--- src/rtl/fpu_ss_pkg.sv ---
// rtl/fpu_ss_pkg.sv - shared types and constants for the FPU subsystem offload path
//
// Contents:
//   OpcodeSystem    - major opcode of SYSTEM/CSR instructions
//   MaxIdWidth      - storage width reserved for offload ids inside a queue entry
//   offload_entry_t - one queued instruction on its way to the FPU decoder
//   ctrl_state_e    - offload controller serialisation state
//   is_csr_instr    - true when an instruction belongs to the SYSTEM/CSR opcode space

package fpu_ss_pkg;

    localparam logic [6:0] OpcodeSystem = 7'h73;

    // Entries carry ids up to this width; the controller zero-extends narrower ids.
    localparam int MaxIdWidth = 16;

    typedef struct packed {
        logic [31:0]           instr;
        logic [MaxIdWidth-1:0] id;
        logic [31:0]           rs;
        logic                  wb;
        logic                  mem;
    } offload_entry_t;

    typedef enum logic [1:0] {
        IDLE     = 2'd0,
        DRAIN    = 2'd1,
        CSR_BUSY = 2'd2
    } ctrl_state_e;

    function automatic logic is_csr_instr(input logic [31:0] instr);
        return instr[6:0] == OpcodeSystem;
    endfunction

endpackage

--- src/rtl/fpu_ss_fifo.sv ---
// rtl/fpu_ss_fifo.sv - small synchronous FIFO holding accepted offload entries
//
// Ports:
//   clk_i, rst_i   clock, synchronous active-high reset (drops all entries)
//   push_i         write push_data_i; ignored while full, even if popping this cycle
//   push_data_i    entry to enqueue
//   full_o         all Depth entries occupied
//   pop_i          drop the head entry; ignored while empty
//   pop_data_o     head entry, held stable until popped
//   empty_o        no entries

module fpu_ss_fifo #(
    parameter type entry_t = logic,
    parameter int  Depth   = 4
) (
    input  logic   clk_i,
    input  logic   rst_i,
    input  logic   push_i,
    input  entry_t push_data_i,
    output logic   full_o,
    input  logic   pop_i,
    output entry_t pop_data_o,
    output logic   empty_o
);

    localparam int PtrW = $clog2(Depth);
    localparam int CntW = $clog2(Depth + 1);

    entry_t          mem_q [Depth];
    logic [PtrW-1:0] wr_ptr_q;
    logic [PtrW-1:0] rd_ptr_q;
    logic [CntW-1:0] count_q;
    logic [CntW-1:0] count_d;
    logic            push_ok;
    logic            pop_ok;

    // Pointers alone cannot tell full from empty, so occupancy is tracked separately.
    assign full_o  = (count_q == CntW'(Depth));
    assign empty_o = (count_q == '0);

    // A full queue refuses a push even when the head leaves in the same cycle.
    assign push_ok = push_i && !full_o;
    assign pop_ok  = pop_i && !empty_o;

    assign count_d    = count_q + CntW'(push_ok) - CntW'(pop_ok);
    assign pop_data_o = mem_q[rd_ptr_q];

    always_ff @(posedge clk_i) begin
        if (rst_i) begin
            wr_ptr_q <= '0;
            rd_ptr_q <= '0;
            count_q  <= '0;
        end else begin
            // Depth is a power of two, so pointer overflow is the modulo wrap.
            if (push_ok) begin
                wr_ptr_q <= wr_ptr_q + 1'b1;
            end
            if (pop_ok) begin
                rd_ptr_q <= rd_ptr_q + 1'b1;
            end
            count_q <= count_d;
        end
    end

    // Storage needs no reset: the occupancy counter decides what is valid.
    always_ff @(posedge clk_i) begin
        if (push_ok) begin
            mem_q[wr_ptr_q] <= push_data_i;
        end
    end

endmodule

--- src/rtl/fpu_ss_offload_ctrl.sv ---
// rtl/fpu_ss_offload_ctrl.sv - offload request handshake, writeback throttle and CSR serialisation
//
// Ports:
//   clk_i, rst_i              clock, synchronous active-high reset
//   x_q_*                     core offload request (valid/ready, instr, id, rs1 + rs1 valid)
//   x_k_*                     combinational response to the core (accept, writeback, mem op)
//   prd_instr_o, prd_*_i      combinational predecoder loop
//   issue_*                   FIFO head toward the FPU decoder (valid/ready)
//   wb_done_i                 one integer writeback retired
//   busy_o                    work queued, writebacks outstanding, or serialisation in progress
//   out_wb_cnt_o              accepted-but-unretired writeback instructions

module fpu_ss_offload_ctrl
    import fpu_ss_pkg::*;
#(
    parameter int BufDepth = 4,
    parameter int MaxOutWb = 4,
    parameter int IdWidth  = 4
) (
    input  logic                          clk_i,
    input  logic                          rst_i,
    input  logic                          x_q_valid_i,
    output logic                          x_q_ready_o,
    input  logic [31:0]                   x_q_instr_i,
    input  logic [IdWidth-1:0]            x_q_id_i,
    input  logic [31:0]                   x_q_rs_i,
    input  logic                          x_q_rs_valid_i,
    output logic                          x_k_accept_o,
    output logic                          x_k_writeback_o,
    output logic                          x_k_is_mem_op_o,
    output logic [31:0]                   prd_instr_o,
    input  logic                          prd_accept_i,
    input  logic                          prd_writeback_i,
    input  logic                          prd_is_mem_op_i,
    input  logic [2:0]                    prd_use_rs_i,
    output logic                          issue_valid_o,
    input  logic                          issue_ready_i,
    output logic [31:0]                   issue_instr_o,
    output logic [IdWidth-1:0]            issue_id_o,
    output logic [31:0]                   issue_rs_o,
    output logic                          issue_wb_o,
    output logic                          issue_mem_o,
    input  logic                          wb_done_i,
    output logic                          busy_o,
    output logic [$clog2(MaxOutWb+1)-1:0] out_wb_cnt_o
);

    localparam int              CntW   = $clog2(MaxOutWb + 1);
    localparam logic [CntW-1:0] MaxCnt = CntW'(MaxOutWb);

    ctrl_state_e     state_q;
    logic [CntW-1:0] wb_cnt_q;
    logic [CntW-1:0] wb_cnt_d;

    offload_entry_t  push_entry;
    offload_entry_t  head;
    logic            fifo_full;
    logic            fifo_empty;
    logic            push;
    logic            pop;

    logic            is_csr;
    logic            drained;
    logic            rs_ok;
    logic            wb_ok;
    logic            state_ok;
    logic            can_accept;
    logic            wb_inc;
    logic            wb_dec;
    logic            unused_bits;

    // ------------------------------------------------------------------
    // Combinational request/response path
    // ------------------------------------------------------------------
    assign prd_instr_o     = x_q_instr_i;
    assign x_k_accept_o    = x_q_valid_i && prd_accept_i;
    assign x_k_writeback_o = x_q_valid_i && prd_writeback_i;
    assign x_k_is_mem_op_o = x_q_valid_i && prd_is_mem_op_i;

    assign is_csr  = is_csr_instr(x_q_instr_i);
    assign drained = fifo_empty && (wb_cnt_q == '0);
    assign rs_ok   = !prd_use_rs_i[0] || x_q_rs_valid_i;
    assign wb_ok   = !prd_writeback_i || (wb_cnt_q < MaxCnt);

    // Only IDLE takes new work; a CSR additionally needs everything older retired.
    always_comb begin
        state_ok = 1'b0;
        if (state_q == IDLE) begin
            state_ok = !is_csr || drained;
        end
    end

    assign can_accept = !fifo_full && rs_ok && wb_ok && state_ok;

    // Rejections are always consumed; accept-type offers wait for can_accept.
    assign x_q_ready_o = x_q_valid_i && (!prd_accept_i || can_accept);
    assign push        = x_q_ready_o && prd_accept_i;

    always_comb begin
        push_entry       = '0;
        push_entry.instr = x_q_instr_i;
        push_entry.id    = MaxIdWidth'(x_q_id_i);
        push_entry.rs    = prd_use_rs_i[0] ? x_q_rs_i : 32'h0;
        push_entry.wb    = prd_writeback_i;
        push_entry.mem   = prd_is_mem_op_i;
    end

    // ------------------------------------------------------------------
    // Issue queue
    // ------------------------------------------------------------------
    fpu_ss_fifo #(
        .entry_t (offload_entry_t),
        .Depth   (BufDepth)
    ) u_fifo (
        .clk_i       (clk_i),
        .rst_i       (rst_i),
        .push_i      (push),
        .push_data_i (push_entry),
        .full_o      (fifo_full),
        .pop_i       (pop),
        .pop_data_o  (head),
        .empty_o     (fifo_empty)
    );

    assign pop           = issue_valid_o && issue_ready_i;
    assign issue_valid_o = !fifo_empty;
    assign issue_instr_o = head.instr;
    assign issue_id_o    = head.id[IdWidth-1:0];
    assign issue_rs_o    = head.rs;
    assign issue_wb_o    = head.wb;
    assign issue_mem_o   = head.mem;

    // ------------------------------------------------------------------
    // Outstanding writeback counter and serialisation FSM
    // ------------------------------------------------------------------
    assign wb_inc   = push && prd_writeback_i;
    // A stray retirement with nothing outstanding must not wrap the counter.
    assign wb_dec   = wb_done_i && (wb_cnt_q != '0);
    assign wb_cnt_d = wb_cnt_q + CntW'(wb_inc) - CntW'(wb_dec);

    always_ff @(posedge clk_i) begin
        if (rst_i) begin
            state_q  <= IDLE;
            wb_cnt_q <= '0;
        end else begin
            wb_cnt_q <= wb_cnt_d;
            unique case (state_q)
                IDLE: begin
                    // A CSR arriving while older work is in flight holds the port
                    // until the pipeline is empty; one taken on an empty pipeline
                    // blocks further offers until its own writeback retires.
                    if (x_q_valid_i && prd_accept_i && is_csr) begin
                        if (push) begin
                            state_q <= CSR_BUSY;
                        end else if (!drained) begin
                            state_q <= DRAIN;
                        end
                    end
                end
                DRAIN: begin
                    if (drained) begin
                        state_q <= IDLE;
                    end
                end
                CSR_BUSY: begin
                    if (wb_done_i && (wb_cnt_q == CntW'(1))) begin
                        state_q <= IDLE;
                    end
                end
                default: state_q <= IDLE;
            endcase
        end
    end

    always_ff @(posedge clk_i) begin
        if (!rst_i) begin
            assert (!(wb_done_i && (wb_cnt_q == '0)));
        end
    end

    assign busy_o       = !fifo_empty || (wb_cnt_q != '0) || (state_q != IDLE);
    assign out_wb_cnt_o = wb_cnt_q;

    assign unused_bits = ^prd_use_rs_i[2:1] ^ ^(head.id >> IdWidth);

endmodule

--- config.mk ---
export PLATFORM = sky130hd
export DESIGN_NAME = fpu_ss_offload_ctrl
export DESIGN_NICKNAME = d
export VERILOG_FILES = /design/src/rtl/fpu_ss_pkg.sv /design/src/rtl/fpu_ss_fifo.sv /design/src/rtl/fpu_ss_offload_ctrl.sv
export SDC_FILE = /design/constraint.sdc
export NUM_CORES = 1
export LEC_CHECK = 0
export CORE_UTILIZATION = 40
export DETAILED_ROUTE_END_ITERATION = 8
export HOLD_SLACK_MARGIN = 0.05
export SYNTH_ARGS = -nofsm -noshare
export SYNTH_HDL_FRONTEND = slang
export SYNTH_SLANG_ARGS = --single-unit
--- constraint.sdc ---
create_clock -name clk_i -period 4.3 [get_ports clk_i]
set_clock_uncertainty 0.2 [all_clocks]
set_input_delay 0.86 -clock clk_i [delete_from_list [all_inputs] [get_ports clk_i]]
set_output_delay 0.86 -clock clk_i [all_outputs]
set_load 0.01 [all_outputs]
# Word level (Yosys, flattened, before mapping)
# Memories as Yosys holds them, arrays and structs flattened. A register that Yosys moved wholly into a read port is not among the register bits.
# Index checks and enable logic that the tools add are counted.
# Widths: inputs -> output; s select.
[totals] mem_bits_rw=280 mem_count=1 out_inout_bits=111 ff_bits=12
[op_classes] add_sub_neg=6 n_lt_le_gt_ge=1 eq_ne=9 n_reduce_logical=34 muxes=12
[memory_table] name="u_fifo.mem_q" depth=4 word_bits=70 read_ports=1 rd_clocked_by_memory_dff=1 wr=1 line="fpu_ss_fifo.sv:29" source="entry_t mem_q [Depth];"
[ops] cell="$mux 32" count=1
[ops] cell="$logic_and 1x1->1" count=16
[ops] cell="$mux 2" count=7
[ops] cell="$eq 7x7->1 const B" count=1
[ops] cell="$add 3x1->3" count=2
[ops] cell="$logic_not 1->1" count=6
[ops] cell="$logic_not 3->1" count=2
[ops] cell="$logic_or 1x1->1" count=6
[ops] cell="$pmux 2 s3" count=1
[ops] cell="$sub 3x1->3" count=2
[ops] cell="$add 2x1->2 const B" count=2
[ops] cell="$ne 2x2->1 const B" count=2
[ops] cell="$reduce_and 4->1" count=1
[ops] cell="$eq 3x1->1 const B" count=1
[ops] cell="$eq 3x3->1 const B" count=1
[ops] cell="$lt 3x3->1 const B" count=1
[ops] cell="$mux 1" count=3
[ops] cell="$ne 3x3->1 const B" count=1
[ops] cell="$reduce_bool 3->1" count=1
[ops] cell="$eq 2x1->1 const B" count=1
[ops] cell="$eq 2x2->1 const B" count=1
[ops] cell="$logic_not 2->1" count=1
[ops] cell="$ne 2x1->1 const B" count=1
[ops] cell="$reduce_bool 2->1" count=1

# Longest topological paths before layout
[logic_depth] depth_word=11 ltp_mapped=11

# Hierarchy
# Synthesis repeated with hierarchy kept, for this count alone.
[unflattened] cells_unflattened=593 hier_area_um2=13254.0
[modules_own_cells] mod="fpu_ss_fifo" cells_per_inst=479 seq_area_each_um2=10029.6 n_inst=1 area_each_um2=12386.9
[modules_own_cells] mod="fpu_ss_offload_ctrl" cells_per_inst=114 seq_area_each_um2=100.1 n_inst=1 area_each_um2=867.1

# Least setup slack after synthesis
# No wires, ideal clock.
[synth_path] kind="input-to-reg" startpoint="in x_q_instr_i[2]" endpoint="reg wb_cnt_q[2], in the netlist out_wb_cnt_o[2]" setup_slack_ns=1.181 n_path_buf=0 t_arrival_ns=2.791 setup_ns=0.128 cell_stages=11 path_cell_list="nand4b_1 -> a2111oi_2 -> nor4_4 -> nand2_1 -> ha_1 -> inv_1 -> ha_1 -> fa_1 -> xnor2_1 -> xnor2_1 -> nor2_1"
[synth_via] elab_chain_len=11
[synth_rtl] element="start, declared" line="fpu_ss_offload_ctrl.sv:24" source="input logic [31:0] x_q_instr_i,"
[synth_rtl] element="$eq 7x7->1" line="fpu_ss_pkg.sv:32" source="return instr[6:0] == OpcodeSystem;"
[synth_rtl] element="$logic_not 1->1" line="fpu_ss_offload_ctrl.sv:89" source="state_ok = !is_csr || drained;"
[synth_rtl] element="$logic_or 1x1->1" line="fpu_ss_offload_ctrl.sv:89"
[synth_rtl] element="$mux 1" line="fpu_ss_offload_ctrl.sv:88" source="if (state_q == IDLE) begin"
[synth_rtl] element="$logic_and 1x1->1" line="fpu_ss_offload_ctrl.sv:93" source="assign can_accept = !fifo_full && rs_ok && wb_ok && state_ok;"
[synth_rtl] element="$logic_or 1x1->1" line="fpu_ss_offload_ctrl.sv:96" source="assign x_q_ready_o = x_q_valid_i && (!prd_accept_i || can_accept);"
[synth_rtl] element="$logic_and 1x1->1" line="fpu_ss_offload_ctrl.sv:96"
[synth_rtl] element="$logic_and 1x1->1" line="fpu_ss_offload_ctrl.sv:97" source="assign push = x_q_ready_o && prd_accept_i;"
[synth_rtl] element="$logic_and 1x1->1" line="fpu_ss_offload_ctrl.sv:136" source="assign wb_inc = push && prd_writeback_i;"
[synth_rtl] element="$add 3x1->3" line="fpu_ss_offload_ctrl.sv:139" source="assign wb_cnt_d = wb_cnt_q + CntW'(wb_inc) - CntW'(wb_dec);"
[synth_rtl] element="$sub 3x1->3" line="fpu_ss_offload_ctrl.sv:139"
[synth_rtl] element="end signal, assigned" line="fpu_ss_offload_ctrl.sv:146" source="wb_cnt_q <= wb_cnt_d;"
[synth_rtl] element="end, declared" line="fpu_ss_offload_ctrl.sv:52" source="logic [CntW-1:0] wb_cnt_q;"
# No other way between the ends.
# A chain may end at the register's enable or synchronous reset.

# Worst setup path after layout
[layout_path] startpoint="in x_q_instr_i[2]" endpoint="out x_q_ready_o"
[layout_via] elab_chain_len=7
[layout_rtl] element="$eq 7x7->1" line="fpu_ss_pkg.sv:32"
[layout_rtl] element="$logic_not 1->1" line="fpu_ss_offload_ctrl.sv:89"
[layout_rtl] element="$logic_or 1x1->1" line="fpu_ss_offload_ctrl.sv:89"
[layout_rtl] element="$mux 1" line="fpu_ss_offload_ctrl.sv:88"
[layout_rtl] element="$logic_and 1x1->1" line="fpu_ss_offload_ctrl.sv:93"
[layout_rtl] element="$logic_or 1x1->1" line="fpu_ss_offload_ctrl.sv:96"
[layout_rtl] element="$logic_and 1x1->1" line="fpu_ss_offload_ctrl.sv:96"
[layout_rtl] element="end, declared" line="fpu_ss_offload_ctrl.sv:23" source="output logic x_q_ready_o,"
# No other way between the ends.

==> results.py <==
metrics = {
    "sta": {
        "period_share_pct": 94.78,
        "clock.fmax_mhz": 245.4,
        "hold_viol": 0,
        "tns_ns": 0,
        "slew_violations": 0,
        "worst_slew_pin_slew_ns": 1.119,
        "finalCriticalPeriod_ns": 4.076,
        "max-slew-margin-rel_pct": 25.42,
        "finalSetupViolCount": 0,
        "rsz0062_at_grt": "no",
    },
    "worst_setup_path": {
        "reg2reg_depth": 11,
        "crit_path_max_fanout": 6,
        "startpoint_type": "primary input",
        "arrival_ns": 3.02,
        "r2r_slack_ns": 1.15,
        "r2r-start": "u_fifo.count_q[2]",
        "path_class": "in2out",
        "reg2reg_to": "out_wb_cnt_o[2]",
        "endpoint": "x_q_ready_o",
        "required_ns": 3.24,
        "startpoint": "x_q_instr_i[2]",
        "cp-end-kind": "primary output",
    },
    "clock_tree": {
        "cts_root_buf": "clkbuf_16",
        "holdBufCountCts": 0,
        "insertion_delay_ns": 0.54,
        "h-tree-depth": 1,
        "cts_made_buffers": 30,
        "cts_resized": 0,
        "max-clock-path-buffers": 3,
        "cts_tree": "built",
        "clkTransAtPathRegs_ns": 0.06,
        "clkSinkCount": 294,
        "postCtsSetupRepairBufs": 0,
    },
    "detailed_routing": {
        "wire_per_inst_um": 19.27,
        "wl_met1_um": 8893,
        "vias_per_cell": 4.923,
        "drt-initial-drc-count": 264,
        "num_vias": 5406,
        "final_antenna_net_count": 0,
        "met2_length_um": 10740,
        "wl_um": 21160,
        "drc": 0,
        "top_layer_used": "met4",
        "first_pass_iters": 4,
        "route.met3.wl_um": 1157,
    },
    "floorplan": {
        "coreArea_sq_um": 27860,
        "ios": 191,
        "die_y_um": 170.4,
        "fp-row-count": 61,
        "start_util_pct": 40.74,
        "dieArea_sq_um": 29050,
        "die_x_um": 170.4,
    },
    "finish": {
        "layout_common_cells": "edfxtp_1, clkdlybuf4s50_1, mux4_2, and2_1, clkbuf_16",
        "fin_cells": 1098,
        "multi_input_area_sq_um": 2296,
        "nets": 789,
        "nFillCells": 2210,
        "regArea_sq_um": 8696,
        "num_antenna_cells": 0,
        "final_common_cell": "edfxtp_1",
        "drive_gt1_share_pct": 17.64,
        "area_delta_synth_final_pct": 26.49,
    },
    "synthesis": {
        "synth_cells": 525,
        "ys_seq_area_share_pct": 76.56,
        "avgSynthCellArea_sq_um": 21.62,
        "yosysUniqueCellTypes": 32,
        "syn_area_sq_um": 11350,
        "synth_nets": 615,
        "ys_ff_latch": 294,
        "yosys_warnings": 0,
    },
    "grt": {
        "antenna_found_initial": 0,
        "gr-usage-all-layers_pct": 14.79,
        "grt_pass1_vias": 5850,
        "overflow": 0,
        "grt_first_pass_wirelength_um": 32330,
        "grt_max_degree": 71,
    },
    "min_path": {
        "hold_path_class": "reg2reg",
    },
    "power": {
        "p_leak_nw": 4.578,
        "p_per_area_nw_per_um2": 529.8,
        "p_total_w": 0.007605,
        "ir_worst_vdd_mv": 0.2880,
    },
    "place": {
        "port_buffers": 188,
        "gp_congestion": 0.7736,
        "placed_cells": 1045,
        "place_hpwl_um": 12210,
    },
    "flow_run": {
        "maxCapViolCount": 0,
    },
    "outcome": {
        "status": "complete, no violations",
    },
}
per-stage QoR:
step | setup WS, ns | hold WS (ns) | instance area [sq um] | util [%]
after detailed placement | 0.2074 | 0.3127 | 13460 | 48.32
after global routing | 0.06584 | 0.3431 | 14360 | 51.53
final | 0.2244 | 0.3213 | 14360 | 51.53
after CTS | 0.1904 | 0.3206 | 14360 | 51.53
after floorplan | 1.181 | 0.2677 | 11350 | -
after global placement | 0.2487 | 0.2782 | 13460 | 48.32
state kept, by name, summed over array words and instances (netlist names), named ones only:
| name | count |
|---|---|
| out_wb_cnt_o | 3 |
| u_fifo.rd_ptr_q | 2 |
| u_fifo.count_q | 3 |
| state_q | 2 |
| u_fifo.mem_q | 280 |
| u_fifo.wr_ptr_q | 2 |
per-layer routing:
metal	global-route usage (%)	vias to the layer above
met5	0	-
met4	3.995	0
met3	3.140	31
met2	25.84	158
met1	18.62	2780
li1	-	2437
critical path, cell delays in order:
cell             delay [ns]
clkdlybuf4s50_1        0.50
nand4b_1               0.28
a2111oi_2              0.55
nor3_1                 0.16
o21a_1                 0.21
clkdlybuf4s50_1        0.47
synth_stat cells:
master / n / area share (%)
nor4_4: 1 / 0.19
o21a_1: 2 / 0.13
nor4_1: 1 / 0.055
dfxtp_1: 14 / 2.5
nor3_2: 2 / 0.18
and2_1: 35 / 1.9
buf_2: 7 / 0.31
nor4b_1: 1 / 0.077
mux4_2: 70 / 14
a31o_2: 1 / 0.077
nand4b_1: 1 / 0.077
and2b_2: 1 / 0.077
nand2_1: 8 / 0.26
xor2_1: 2 / 0.15
nor2b_1: 3 / 0.17
xnor2_1: 4 / 0.31
buf_4: 32 / 2.1
or3_1: 1 / 0.055
nor2_1: 9 / 0.30
nand3_1: 2 / 0.088
mux2_4: 1 / 0.13
a2111oi_2: 1 / 0.13
inv_1: 12 / 0.40
clkbuf_1: 13 / 0.43
nor3b_1: 1 / 0.066
fa_1: 2 / 0.35
mux2i_1: 1 / 0.088
and2_2: 5 / 0.33
ha_1: 8 / 0.88
edfxtp_1: 280 / 74
nand2b_1: 1 / 0.055
nor3_1: 3 / 0.13
worst min-delay path by stage:
stage / startpoint / endpoint / slack, ns / cells after the start
3_3_place_gp: u_fifo.wr_ptr_q[1] / u_fifo.wr_ptr_q[1] / 0.28 / 2
3_5_place_dp: u_fifo.wr_ptr_q[1] / u_fifo.wr_ptr_q[1] / 0.31 / 2
4_1_cts: u_fifo.wr_ptr_q[1] / u_fifo.wr_ptr_q[1] / 0.32 / 2
5_1_grt: u_fifo.wr_ptr_q[1] / u_fifo.wr_ptr_q[1] / 0.34 / 2
2_1_floorplan: u_fifo.wr_ptr_q[1] / u_fifo.wr_ptr_q[1] / 0.27 / 2
6_report: u_fifo.wr_ptr_q[1] / u_fifo.wr_ptr_q[1] / 0.32 / 2
area by class of cell:
type | instances | share of cell area [%]
timing repair buffer | 194 | 13.60
inverter | 12 | 0.3138
clock buffer | 41 | 5.665
sequential | 294 | 60.58
tap | 378 | 3.295
clock inverter | 12 | 0.5578
multi-input combinational | 167 | 15.99
report_power, final:
part / internal (W) / leakage, nW / switching [W]
clock network: 0.00137 / 0.433 / 0.000993
registers: 0.00327 / 2.67 / 0.0000799
logic: 0.00110 / 1.48 / 0.000792
kinds of logic (layout without fill, tap and decap cells):
kind of cell | count (synthesis) | in the layout | share of synthesized area [%]
and+or+nand+nor | 75 | 75 | 4.035
AOI/OAI and AO/OA | 4 | 4 | 0.3417
adders and majority gates | 10 | 10 | 1.235
muxes | 72 | 72 | 14.11
buffers and inverters | 64 | 259 | 3.252
xor gates and xnor gates | 6 | 6 | 0.4631
DFF | 294 | 294 | 76.56
(Power assumes the default switching activity.)
